## src/rtl/booth_seq_multiplier_pkg.sv

```systemverilog
// mult_pkg: shared types and helpers for the radix-4 Booth sequential multiplier.
//   state_t       : controller states IDLE / BUSY / DONE
//   booth_digit_t : decoded Booth digit as {neg, one, two} selects
//   booth_decode  : maps a multiplier triplet {b[2i+1], b[2i], b[2i-1]} to a digit
package mult_pkg;

  typedef enum logic [1:0] {
    IDLE = 2'd0,
    BUSY = 2'd1,
    DONE = 2'd2
  } state_t;

  typedef struct packed {
    logic neg;  // digit is negative
    logic one;  // |digit| == 1
    logic two;  // |digit| == 2
  } booth_digit_t;

  // 000/111 -> 0, 001/010 -> +1, 011 -> +2, 100 -> -2, 101/110 -> -1.
  // neg is suppressed for 111 so a zero digit is always encoded as all-zero.
  function automatic booth_digit_t booth_decode(input logic [2:0] t);
    booth_digit_t d;
    d.neg = t[2] & ~(t[1] & t[0]);
    d.one = t[1] ^ t[0];
    d.two = (t == 3'b011) || (t == 3'b100);
    return d;
  endfunction

endpackage

```

## src/rtl/booth_seq_multiplier_if.sv

```systemverilog
// Operand/result handshake bundle for booth_seq_multiplier.
//   src_valid/src_ready   : operand handshake (a, b, a_signed, b_signed)
//   dest_valid/dest_ready : product handshake (prod)
//   busy                  : multiplier is iterating
// master = producer/consumer side, slave = multiplier side.
interface booth_seq_multiplier_if #(
  parameter int WIDTH = 16
);
  logic                   src_valid;
  logic                   src_ready;
  logic [WIDTH-1:0]       a;
  logic [WIDTH-1:0]       b;
  logic                   a_signed;
  logic                   b_signed;
  logic                   dest_valid;
  logic                   dest_ready;
  logic [2*WIDTH-1:0]     prod;
  logic                   busy;

  modport master (
    output src_valid, a, b, a_signed, b_signed, dest_ready,
    input  src_ready, dest_valid, prod, busy
  );

  modport slave (
    input  src_valid, a, b, a_signed, b_signed, dest_ready,
    output src_ready, dest_valid, prod, busy
  );
endinterface

```

## src/rtl/booth_seq_multiplier_pp_gen.sv

```systemverilog
// booth_r4_pp_gen: combinational radix-4 Booth partial-product generator.
//   a_ext : (WIDTH+2)-bit sign/zero-extended multiplicand
//   digit : decoded Booth digit
//   pp    : signed (WIDTH+4)-bit digit * a_ext
// The extra two bits keep -2*a_ext exact for the most-negative multiplicand.
module booth_r4_pp_gen
  import mult_pkg::*;
#(
  parameter int WIDTH = 16
) (
  input  logic signed [WIDTH+1:0] a_ext,
  input  booth_digit_t            digit,
  output logic signed [WIDTH+3:0] pp
);

  logic signed [WIDTH+3:0] a_wide;
  logic signed [WIDTH+3:0] mag;

  always_comb begin
    a_wide = {{2{a_ext[WIDTH+1]}}, a_ext};
    mag    = '0;
    if (digit.one)
      mag = a_wide;
    else if (digit.two)
      mag = a_wide <<< 1;
    pp = digit.neg ? -mag : mag;
  end

endmodule

```

## src/rtl/booth_seq_multiplier.sv

```systemverilog
// booth_seq_multiplier: sequential radix-4 Booth multiplier, one digit per clock.
//   clk, rst : clock and asynchronous active-high reset
//   bus      : slave side of booth_seq_multiplier_if (operand and product handshakes)
// Operands are extended to WIDTH+2 bits per their mode bits, so one signed
// datapath covers every signed/unsigned combination. The product is exact in
// 2*WIDTH bits; dest_valid rises ITER edges after the accepting edge.
module booth_seq_multiplier
  import mult_pkg::*;
#(
  parameter int WIDTH = 16
) (
  input logic                  clk,
  input logic                  rst,
  booth_seq_multiplier_if.slave bus
);

  localparam int ITER = WIDTH / 2 + 1;
  localparam int XW   = WIDTH + 2;        // extended operand width
  localparam int PW   = WIDTH + 4;        // partial product width
  localparam int AW   = 2 * WIDTH + 4;    // accumulator width
  localparam int CW   = $clog2(ITER + 1);

  if (WIDTH < 4 || (WIDTH % 2) != 0) begin : g_width_chk
    $error("booth_seq_multiplier: WIDTH must be even and >= 4");
  end

  state_t                state;
  logic signed [XW-1:0]  a_ext;
  logic [XW:0]           mq;              // {b_ext, b_ext[-1]=0}, shifted right 2 per step
  logic signed [AW-1:0]  acc;
  logic [CW-1:0]         cnt;
  logic [2*WIDTH-1:0]    prod_r;
  logic                  dest_valid_r;

  booth_digit_t          digit;
  logic signed [PW-1:0]  pp;
  logic signed [AW-1:0]  acc_nxt;

  assign digit = booth_decode(mq[2:0]);

  booth_r4_pp_gen #(.WIDTH(WIDTH)) u_pp_gen (
    .a_ext (a_ext),
    .digit (digit),
    .pp    (pp)
  );

  // Shift-then-add at bit WIDTH: digit i ends up weighted by 4^i after the
  // remaining ITER-1-i shifts, so no low-order bit is ever shifted out.
  assign acc_nxt = (acc >>> 2) + $signed({pp, {WIDTH{1'b0}}});

  assign bus.src_ready  = (state == IDLE);
  assign bus.busy       = (state == BUSY);
  assign bus.dest_valid = dest_valid_r;
  assign bus.prod       = prod_r;

  always_ff @(posedge clk or posedge rst) begin
    if (rst) begin
      state        <= IDLE;
      a_ext        <= '0;
      mq           <= '0;
      acc          <= '0;
      cnt          <= '0;
      prod_r       <= '0;
      dest_valid_r <= 1'b0;
    end else begin
      case (state)
        IDLE: begin
          if (bus.src_valid) begin
            a_ext <= {{2{bus.a_signed & bus.a[WIDTH-1]}}, bus.a};
            mq    <= {{2{bus.b_signed & bus.b[WIDTH-1]}}, bus.b, 1'b0};
            acc   <= '0;
            cnt   <= '0;
            state <= BUSY;
          end
        end
        BUSY: begin
          acc <= acc_nxt;
          mq  <= mq >> 2;
          cnt <= cnt + 1'b1;
          // Load the result from the final step directly so prod appears
          // on the ITER-th edge rather than one edge later.
          if (cnt == CW'(ITER - 1)) begin
            prod_r       <= acc_nxt[2*WIDTH-1:0];
            dest_valid_r <= 1'b1;
            state        <= DONE;
          end
        end
        DONE: begin
          if (bus.dest_ready) begin
            dest_valid_r <= 1'b0;
            state        <= IDLE;
          end
        end
        default: state <= IDLE;
      endcase
    end
  end

endmodule
```

## src/flat_wrapper.sv

```systemverilog
// flat-port wrapper written by rule: the top's interface ports become plain ports
module booth_seq_multiplier_flat import mult_pkg::*;
#(
  parameter int WIDTH = 16
)
  (clk, rst, bus_src_valid, bus_a, bus_b, bus_a_signed, bus_b_signed, bus_dest_ready, bus_src_ready, bus_dest_valid, bus_prod, bus_busy);
  booth_seq_multiplier_if #(.WIDTH(WIDTH)) bus_i ();
  input logic clk;
  input logic rst;
  input wire logic [$bits(bus_i.src_valid)-1:0] bus_src_valid;
  input wire logic [$bits(bus_i.a)-1:0] bus_a;
  input wire logic [$bits(bus_i.b)-1:0] bus_b;
  input wire logic [$bits(bus_i.a_signed)-1:0] bus_a_signed;
  input wire logic [$bits(bus_i.b_signed)-1:0] bus_b_signed;
  input wire logic [$bits(bus_i.dest_ready)-1:0] bus_dest_ready;
  output wire logic [$bits(bus_i.src_ready)-1:0] bus_src_ready;
  output wire logic [$bits(bus_i.dest_valid)-1:0] bus_dest_valid;
  output wire logic [$bits(bus_i.prod)-1:0] bus_prod;
  output wire logic [$bits(bus_i.busy)-1:0] bus_busy;
  assign bus_i.src_valid = bus_src_valid;
  assign bus_i.a = bus_a;
  assign bus_i.b = bus_b;
  assign bus_i.a_signed = bus_a_signed;
  assign bus_i.b_signed = bus_b_signed;
  assign bus_i.dest_ready = bus_dest_ready;
  assign bus_src_ready = bus_i.src_ready;
  assign bus_dest_valid = bus_i.dest_valid;
  assign bus_prod = bus_i.prod;
  assign bus_busy = bus_i.busy;
  booth_seq_multiplier #(.WIDTH(WIDTH)) u_core (.clk(clk), .rst(rst), .bus(bus_i));
endmodule
```

## config.mk

```make
export PLATFORM = sky130hd
export DESIGN_NAME = booth_seq_multiplier_flat
export DESIGN_NICKNAME = d
export VERILOG_FILES = /design/src/rtl/booth_seq_multiplier_pkg.sv /design/src/rtl/booth_seq_multiplier_if.sv /design/src/rtl/booth_seq_multiplier_pp_gen.sv /design/src/rtl/booth_seq_multiplier.sv /design/src/flat_wrapper.sv
export SDC_FILE = /design/constraint.sdc
export NUM_CORES = 1
export LEC_CHECK = 0
export ABC_CLOCK_PERIOD_IN_PS = 4300
export BUFFER_PORTS_ARGS = -buffer_cell sky130_fd_sc_hd__buf_2
export CAP_MARGIN = 20
export CELL_PAD_IN_SITES_DETAIL_PLACEMENT = 1
export CELL_PAD_IN_SITES_GLOBAL_PLACEMENT = 2
export CORE_MARGIN = 4
export CORE_UTILIZATION = 32
export CTS_BUF_LIST = sky130_fd_sc_hd__clkbuf_16
export CTS_CLUSTER_SIZE = 20
export DETAILED_ROUTE_END_ITERATION = 6
export GPL_ROUTABILITY_DRIVEN = 0
export MAX_ROUTING_LAYER = met4
export PLACE_DENSITY_LB_ADDON = 0.25
export SYNTH_ARGS = -nofsm -noshare
export SYNTH_HDL_FRONTEND = slang
export SYNTH_SLANG_ARGS = --single-unit
export TNS_END_PERCENT = 5
```

## constraint.sdc

```tcl
create_clock -name clk -period 4.3 [get_ports clk]
set_input_delay 0.645 -clock clk [delete_from_list [all_inputs] [get_ports clk]]
set_output_delay 0.645 -clock clk [all_outputs]
set_load 0.02 [all_outputs]
```

==> flow_summary.json, run 1 <==
{
  "status": "complete, no violations",
  "critPathLaunchType": "flip-flop",
  "worstPathMaxFanout": 7,
  "setup_viol": 0,
  "tns_ns": 0,
  "ys_seq_area_share_pct": 46.7,
  "final_area_um2": 6860,
  "synth-async-reset-ratio_pct": 100,
  "skew_ns": 0.00530,
  "synth_cell_types": 55,
  "start_util_pct": 33.0,
  "dp_slack_ns": -0.115,
  "die_y_um": 142,
  "grt_pass1_wl_um": 26800,
  "ys_warn_count": 0,
  "via_per_inst": 5.15,
  "dieArea_um2": 20300,
  "ctsHoldBuffers": 0,
  "insertion_delay_ns": 0.36,
  "crit_type": "reg -> reg",
  "critPathArrivalTime_ns": 4.45,
  "seqCellArea_um2": 2700,
  "hold_violations": 0,
  "cp-end-kind": "flip-flop",
  "grt_max_degree": 50,
  "tritoncts": "built",
  "worst_slew_pin_slew_ns": 0.752,
  "fin_crit_ns": 4.16,
  "grt_setup_unrepaired": "yes",
  "synthTopCellsByArea": "dfrtp_1 (47%), nand2_1 (14%), ha_1 (5.4%)",
  "cts.path.max_buffers": 2,
  "drc": 0,
  "slew_headroom_pct": 49.7,
  "coreArea_um2": 17500,
  "io_pins": 73,
  "period_share_pct": 96.7,
  "critical_path_required_ns": 4.59,
  "final-max-slew-violation-count": 0,
  "port_buffers": 72,
  "syn_area_um2": 5790,
  "dpl-instance-area_um2": 6460,
  "clkSinkCount": 108,
  "drt_pass1_iterations": 4,
  "cts_root_buf": "clkbuf_16",
  "routed_wl_um": 16100,
  "post-synth-top-area-cell": "dfrtp_1",
  "avgRoutedWirePerCell_um": 16.4,
  "yosysTopAreaCellShare_pct": 46.7,
  "grt-ovfl-total": 0,
  "cts_buffers": 9,
  "antennaDiodeCount": 0,
  "path_clk_slew_ns": 0.07,
  "postSynthAreaPerCell_um2": 8.46,
  "synth.net_count": 748,
  "drv_cap": 0,
  "fin_ws_ns": 0.141,
  "nets": 820,
  "fmax_mhz": 240,
  "yosys_most_used_dff": "dfrtp_1",
  "fillCellCount": 2120,
  "multi_input_area_um2": 2990,
  "synthToLayoutAreaGrowth_pct": 18.5,
  "cts_max_level": 3,
  "vias": 5082,
  "synth_edf_count": 0,
  "die_width_um": 142,
  "dp_hpwl_um": 12100,
  "drt-initial-drc-count": 223,
  "drive_gt1_share_pct": 16.8,
  "grt_util_all_layers_pct": 16.8,
  "min_path_type": "in -> async",
  "antenna_found_initial": 0,
  "rows": 48,
  "antenna_left": 0,
  "ys_ff_latch": 108,
  "grt_pass1_vias": 5268,
  "netlist_instances": 684
}
## per-stage QoR
step | utilization, % | instances | hold slack [ns]
final | 39.1 | 986 | 0.336
after global routing | 39.1 | 986 | 0.377
after CTS | 38.7 | 985 | 0.346
after detailed placement | 36.8 | 968 | 0.462
after global placement | 36.8 | 968 | 0.453
after floorplan | - | 684 | 0.439
## path summary, 6_finish.rpt
check	slack, ns	start	endpoint	depth (start not counted)
worst min-delay path	0.34	rst	u_core.bus.prod[28]	2
max in group asynchronous	3.09	rst	u_core.a_ext[9]	3
min in group clk	0.47	u_core.bus.prod[22]	u_core.bus.prod[22]	2
worst max register to register	0.14	u_core.mq[0]	u_core.acc[35]	19
worst min register to register	0.47	u_core.bus.prod[22]	u_core.bus.prod[22]	2
worst max-delay path	0.14	u_core.mq[0]	u_core.acc[35]	19
## cells by family after synthesis
logic type                 after synthesis  share of synthesized area [%]
and+or+nand+nor                        311                           22.2
AOI/OAI and AO/OA                      160                           17.2
DFF                                    108                           46.7
buffers and inverters                   46                           3.11
xor gates and xnor gates                31                           4.69
adders and majority gates               26                           5.75
muxes                                    2                          0.367
## cells in the final DEF, fill, tap and decap left out, types with 9 or more instances in the layout
cell type  netlist  final
xor2_1          14     14
dfrtp_1        108    108
a21oi_1         28     25
buf_2            0     72
nor2_1          37     37
ha_1            25     24
o21ai_0         56     53
clkbuf_16        0      9
inv_1           10      9
a22oi_1         17     17
buf_4            0     24
nand3_1         19     19
nand2_1        220    220
xnor2_1         17     17
## synth_stat cells, drive strengths merged, types with 2 or more instances
library cell	n
buf	4
o21ai	61
and3	7
ha	25
nand3	19
o22ai	4
clkbuf	31
xnor2	17
nand2	220
a211oi	2
nor2	37
o211ai	2
a21boi	3
nor3	6
nor2b	6
a22oi	17
a22o	5
inv	10
a31oi	6
o41ai	3
xor2	14
or3	2
o31ai	8
dfrtp	108
nand4	3
o21a	2
nand2b	4
a21o	6
nand3b	2
o221ai	2
a21oi	28
## state kept, by name (all words and copies together), names as in the netlist
name	count
u_core.acc	34
u_core.bus.prod	32
u_core.mq	18
u_core.a_ext	17
u_core.cnt	4
u_core.state	2
u_core.bus.dest_valid	1
## area by class of cell
cell class | instances | share of cell area, %
sequential | 108 | 39.4
clock buffer | 9 | 3.28
multi-input combinational | 530 | 43.6
clock inverter | 7 | 1.13
timing repair buffer | 96 | 7.88
inverter | 11 | 0.638
tap | 225 | 4.10
## what timing repair did
item,4_1_cts,5_1_grt
buffers inserted,1,1
pin swaps,2,3
endpoints found under the setup margin,1,10
resized for setup,3,14
## worst max-delay path: stages, from the launching register on
cell and delay [ns]:
dfrtp_1 0.39, inv_1 0.13, ha_4 0.25, a2111o_1 0.48, o21ai_1 0.15, nand2_1 0.09, o31ai_2 0.09, o311a_1 0.27
buf_4 0.12, a21oi_1 0.07, xnor2_1 0.23, ha_1 0.33, nand2_1 0.13, a21oi_1 0.08, a221o_1 0.32, a41o_1 0.26
o221ai_2 0.19, xnor2_1 0.11, or3_1 0.31, nand3_1 0.08
## routing by layer
metal | part of all wire [%] | track usage (%) | wire [µm] | up-vias
li1 | - | - | - | 2493
met1 | 48 | 22.4 | 7810 | 2481
met2 | 47 | 26.5 | 7560 | 85
met3 | 2.9 | 2.02 | 470 | 23
met4 | 1.9 | 5.55 | 304 | 0
met5 | 0 | - | 0 | -
Power of run 1 is not shown: default switching activity piles up to over one toggle a cycle in this logic, so the estimate is an artifact.
==> inputs of run 2 (changes only) <==
- ABC_AREA: unset -> 1
- CORE_UTILIZATION: 32 -> 31
==> flow_summary.json, run 2 <==
{
  "status": "complete, no violations",
  "mostFrequentLayoutCells": "nand2_1 (216), dfrtp_1 (108), buf_2 (72)",
  "worstPathMaxFanout": 13,
  "die_y_um": 146,
  "synth_edf_count": 0,
  "antennaDiodeCount": 0,
  "worstReg2RegStart": "u_core.mq[0]",
  "dp_hpwl_um": 12100,
  "cts_max_level": 3,
  "grt-ovfl-total": 0,
  "seqCellArea_um2": 2700,
  "port_buffers": 72,
  "path_clk_slew_ns": 0.08,
  "setup_viol": 0,
  "critical_path_required_ns": 4.55,
  "yosys-top-cells-count": "nand2_1 (216), dfrtp_1 (108), inv_1 (67)",
  "crit_type": "reg -> reg",
  "vias": 4995,
  "synthTopCellsByArea": "dfrtp_1 (46%), nand2_1 (14%), o21ai_0 (5.5%)",
  "largest_reg_flops": 34,
  "critPathLaunchType": "flip-flop",
  "r2r_end": "u_core.acc[35]",
  "slew_headroom_pct": 43.3,
  "tritoncts": "built",
  "drt_pass1_iterations": 4,
  "die_width_um": 146,
  "tns_ns": 0,
  "insertion_delay_ns": 0.36,
  "min_path_type": "in -> async",
  "syn_area_um2": 5930,
  "period_share_pct": 89.7,
  "skew_ns": 0.0105,
  "hold_violations": 0,
  "slowest_stage": "dfrtp_1",
  "drt-initial-drc-count": 214,
  "start_util_pct": 31.6,
  "dieArea_um2": 21400,
  "io_pins": 73,
  "antenna_found_initial": 0,
  "grt_pass1_vias": 5221,
  "via_per_inst": 4.85,
  "coreArea_um2": 18800,
  "ys_ff_latch": 108,
  "grt_setup_unrepaired": "no",
  "post_cts.repair.setup_buffers": 0,
  "cp-end-kind": "flip-flop",
  "reg2reg_slack_ns": 0.44,
  "critPathArrivalTime_ns": 4.11,
  "ctsHoldBuffers": 0,
  "postSynthAreaPerCell_um2": 8.18,
  "clkSinkCount": 108,
  "worst_slew_pin_slew_ns": 0.851,
  "final_common_cell": "nand2_1",
  "multi_input_area_um2": 2820,
  "drc": 0,
  "antenna_left": 0,
  "ys_warn_count": 0,
  "nets": 855,
  "grt_util_all_layers_pct": 15.5,
  "grt_max_degree": 68,
  "rows": 50,
  "fin_crit_ns": 3.86,
  "post-synth-top-area-cell": "dfrtp_1",
  "yosysTopAreaCellShare_pct": 45.6,
  "routed_wl_um": 15700,
  "yosysMostFrequentCell": "nand2_1",
  "synth.net_count": 789,
  "top_register": "u_core.acc",
  "worst-path-buf-inv": 3,
  "synth-async-reset-ratio_pct": 100,
  "cp_top_family": "simple AND/OR/NAND/NOR gates",
  "path_common_cell": "nand2_1",
  "final-max-slew-violation-count": 0,
  "drive_gt1_share_pct": 17.5,
  "path_cells": "inv_1 -> ha_1 -> inv_2 -> nand3_4 -> nand2_1 -> ha_1 -> nand4_2 -> nor2_2 -> nand2_2 -> nor3_2 -> nor2_1 -> xor2_1 -> inv_1 -> ha_1 -> nand2_1 -> nor2_1 -> nand2_1 -> o311ai_1 -> nand3_1 -> nand3_1 -> nand2_1",
  "cts_buffers": 9,
  "synth_cell_types": 44,
  "yosys_most_used_dff": "dfrtp_1",
  "fmax_mhz": 259,
  "cts_root_buf": "clkbuf_16",
  "netlist_instances": 725,
  "grt_pass1_wl_um": 26500,
  "cp_slowest_stage_delay_ns": 0.37,
  "cts.path.max_buffers": 2,
  "drv_cap": 0,
  "synthToLayoutAreaGrowth_pct": 15.1,
  "r2r_cells": 21,
  "avgRoutedWirePerCell_um": 15.3,
  "ys_seq_area_share_pct": 45.6,
  "ctsResizeCount": 0,
  "fillCellCount": 2287
}
run 2: logic make-up after synthesis:
group,synth area share (%)
buffers and inverters,6.86
adder cells (fa/ha/maj),5.61
multiplexers,0.169
AND/OR/NAND/NOR,23.0
AO/OA/AOI/OAI,14.9
XOR/XNOR,3.84
flip-flops,45.6
run 2: cell type report:
cell class,count,share of cell area (%)
inverters,75,4.16
clock buffers,9,3.30
clock inverters,7,1.16
well taps,234,4.29
flip-flops and latches,108,39.6
multi-input cells,517,41.3
repair buffers,80,6.16
run 2: how the worst max path moves through the flow:
stage,startpoint,end,slack (ns),depth (start not counted)
final,u_core.mq[0],u_core.acc[35],0.44,21
after global routing,u_core.mq[0],u_core.acc[35],0.03,21
after CTS,u_core.mq[0],u_core.acc[35],0.37,21
after detailed placement,u_core.mq[0],u_core.acc[35],0.38,21
after global placement,u_core.mq[0],u_core.acc[33],0.61,21
after floorplan,rst,u_core.a_ext[0],0.81,1
run 2: routing by layer:
metal / wire, µm / global-route usage (%) / part of all wire [%] / vias up
met1: 7730 / 20.5 / 49 / 2403
met4: 265 / 4.42 / 1.7 / 0
met5: 0 / - / 0 / -
met3: 396 / 2.61 / 2.5 / 17
li1: - / - / - / 2502
met2: 7330 / 24.5 / 47 / 73
run 2: worst register-to-register path: cells and delay by family, from the launching register on:
family / cells / cell delay [ns]
AND/OR/NAND/NOR: 13 / 1.65
adder cells (fa/ha/maj): 3 / 0.93
flip-flops: 1 / 0.37
AO/OA/AOI/OAI: 1 / 0.36
buffers and inverters: 3 / 0.29
XOR/XNOR: 1 / 0.13
run 2: stage by stage:
stage / cell area, µm² / util (%) / setup slack, ns / cells / hold WS [ns]
detailed placement: 6520 / 34.7 / 0.377 / 1014 / 0.469
CTS: 6820 / 36.4 / 0.366 / 1030 / 0.464
finish: 6820 / 36.4 / 0.441 / 1030 / 0.447
global placement: 6520 / 34.7 / 0.614 / 1014 / 0.461
global route: 6820 / 36.4 / 0.0271 / 1030 / 0.486
floorplan: 5930 / - / 0.809 / 725 / 0.446
Power of run 2 is left out for the same reason.
==> inputs of run 3 (changes only) <==
--- a/config.mk
+++ b/config.mk
@@ -8,5 +8,5 @@
 export ABC_AREA = 1
 export ABC_CLOCK_PERIOD_IN_PS = 4300
-export BUFFER_PORTS_ARGS = -buffer_cell sky130_fd_sc_hd__buf_2
+export BUFFER_PORTS_ARGS = -buffer_cell sky130_fd_sc_hd__buf_4
 export CAP_MARGIN = 20
 export CELL_PAD_IN_SITES_DETAIL_PLACEMENT = 1
==> constraint.sdc (replaced) <==
create_clock -name clk -period 4.3 [get_ports clk]
set_input_delay 0.215 -clock clk [delete_from_list [all_inputs] [get_ports clk]]
set_output_delay 0.215 -clock clk [all_outputs]
set_load 0.02 [all_outputs]
==> flow_summary.json, run 3 (same netlist as run 2, synthesis figures left out) <==
{
  "whs_path_depth": 3,
  "drive_gt1_share_pct": 17.5,
  "antenna_left": 0,
  "critical_path_required_ns": 4.55,
  "fin_crit_ns": 3.86,
  "drt_pass1_iterations": 6,
  "coreArea_um2": 18800,
  "grt_setup_unrepaired": "no",
  "worst_slew_pin_slew_ns": 0.662,
  "top_register": "u_core.acc",
  "status": "complete, no violations",
  "avgRoutedWirePerCell_um": 15.6,
  "setup_viol": 0,
  "r2r_cells": 16,
  "critPathLaunchType": "flip-flop",
  "fmax_mhz": 259,
  "insertion_delay_ns": 0.37,
  "final_common_cell": "nand2_1",
  "slew_headroom_pct": 55.8,
  "fillCellCount": 2249,
  "antennaDiodeCount": 0,
  "reg2reg_slack_ns": 0.44,
  "die_width_um": 146,
  "grt_util_all_layers_pct": 16.0,
  "drt-initial-drc-count": 168,
  "cp-end-kind": "flip-flop",
  "critPathArrivalTime_ns": 4.11,
  "r2r_end": "u_core.acc[25]",
  "cts.path.max_buffers": 2,
  "die_y_um": 146,
  "cts_buffers": 9,
  "grt_pass1_vias": 5416,
  "vias": 4984,
  "period_share_pct": 89.7,
  "largest_reg_flops": 34,
  "clkSinkCount": 108,
  "worstPathMaxFanout": 13,
  "cts_root_buf": "clkbuf_16",
  "min_to": "u_core.a_ext[12]",
  "hp-start": "bus_a[12]",
  "grt_pass1_wl_um": 27400,
  "grt_max_degree": 81,
  "antenna_found_initial": 0,
  "grt-ovfl-total": 0,
  "tns_ns": 0,
  "io_pins": 73,
  "seqCellArea_um2": 2700,
  "worstReg2RegStart": "u_core.mq[0]",
  "drv_cap": 0,
  "synthToLayoutAreaGrowth_pct": 19.0,
  "nets": 855,
  "start_util_pct": 31.6,
  "rows": 50,
  "cts_max_level": 3,
  "dp_hpwl_um": 12000,
  "mostFrequentLayoutCells": "nand2_1 (216), dfrtp_1 (108), buf_4 (78)",
  "final-max-slew-violation-count": 0,
  "hold_violations": 0,
  "multi_input_area_um2": 2820,
  "drc": 0,
  "min_path_type": "in -> reg",
  "tritoncts": "built",
  "path_clk_slew_ns": 0.08,
  "port_buffers": 72,
  "via_per_inst": 4.84,
  "dieArea_um2": 21400,
  "crit_type": "reg -> reg",
  "skew_ns": 0.0199,
  "routed_wl_um": 16100
}
-- run 3: cell types whose count changed in the layout (fill, tap and decap cells not counted), sizes merged --
cell / previous run / this run
bufinv: 0 / 1
buf: 80 / 79
inv: 78 / 77
dlygate4sd3: 0 / 1
-- run 3: worst max path at each step --
stage,slack (ns),from,to,cells after the start
floorplan,1.02,u_core.mq[0],u_core.acc[35],22
global placement,0.56,u_core.mq[0],u_core.acc[35],19
detailed placement,0.38,u_core.mq[0],u_core.acc[35],21
CTS,0.37,u_core.mq[0],u_core.acc[35],20
global route,0.005,u_core.mq[0],u_core.acc[34],22
finish,0.44,u_core.mq[0],u_core.acc[25],16
-- run 3: what timing repair did --
action / CTS / global route
endpoints found under the setup margin: 0 / 1
hold buffers: 0 / 1
resized for setup: 0 / 1
setup buffers: 0 / 0
endpoints found under the hold margin: 0 / 31
-- run 3: per-stage QoR --
stage	hold WS, ns	worst slack [ns]	util, %	instance area, µm²	std cells
3_3_place_gp	0.409	0.564	35.6	6680	1012
3_5_place_dp	0.416	0.380	35.6	6680	1012
5_1_grt	0.0480	0.00487	37.6	7050	1030
6_report	0.0419	0.443	37.6	7050	1030
4_1_cts	0.0307	0.366	37.4	7010	1028
2_1_floorplan	0.322	1.02	-	5930	725
-- run 3: cell type report --
cell class	count	share of cell area [%]
Multi-Input combinational cell	517	40.0
Timing Repair Buffer	80	8.83
Clock buffer	9	3.19
Clock inverter	7	1.45
Inverter	75	4.03
Sequential cell	108	38.3
Tap cell	234	4.15
-- run 3: worst max-delay path: stages (launching register included) --
cell	delay, ns
dfrtp_1	0.37
inv_1	0.07
ha_1	0.44
inv_2	0.13
nand3_4	0.19
nand2_1	0.14
ha_1	0.26
nand4_2	0.11
nand2_1	0.07
xnor2_1	0.28
ha_1	0.35
a21oi_1	0.28
o21ai_0	0.23
a21oi_1	0.27
o21ai_0	0.16
xor2_1	0.19
a22o_1	0.21
-- run 3: metal layers --
metal  vias up  share of wire (%)  global-route usage (%)
li1       2494                  -                       -
met4         0                1.5                    4.66
met5         -                  0                       -
met3        16                2.5                    2.51
met1      2405                 49                    21.4
met2        69                 47                    25.3
Power of run 3 is left out for the same reason.
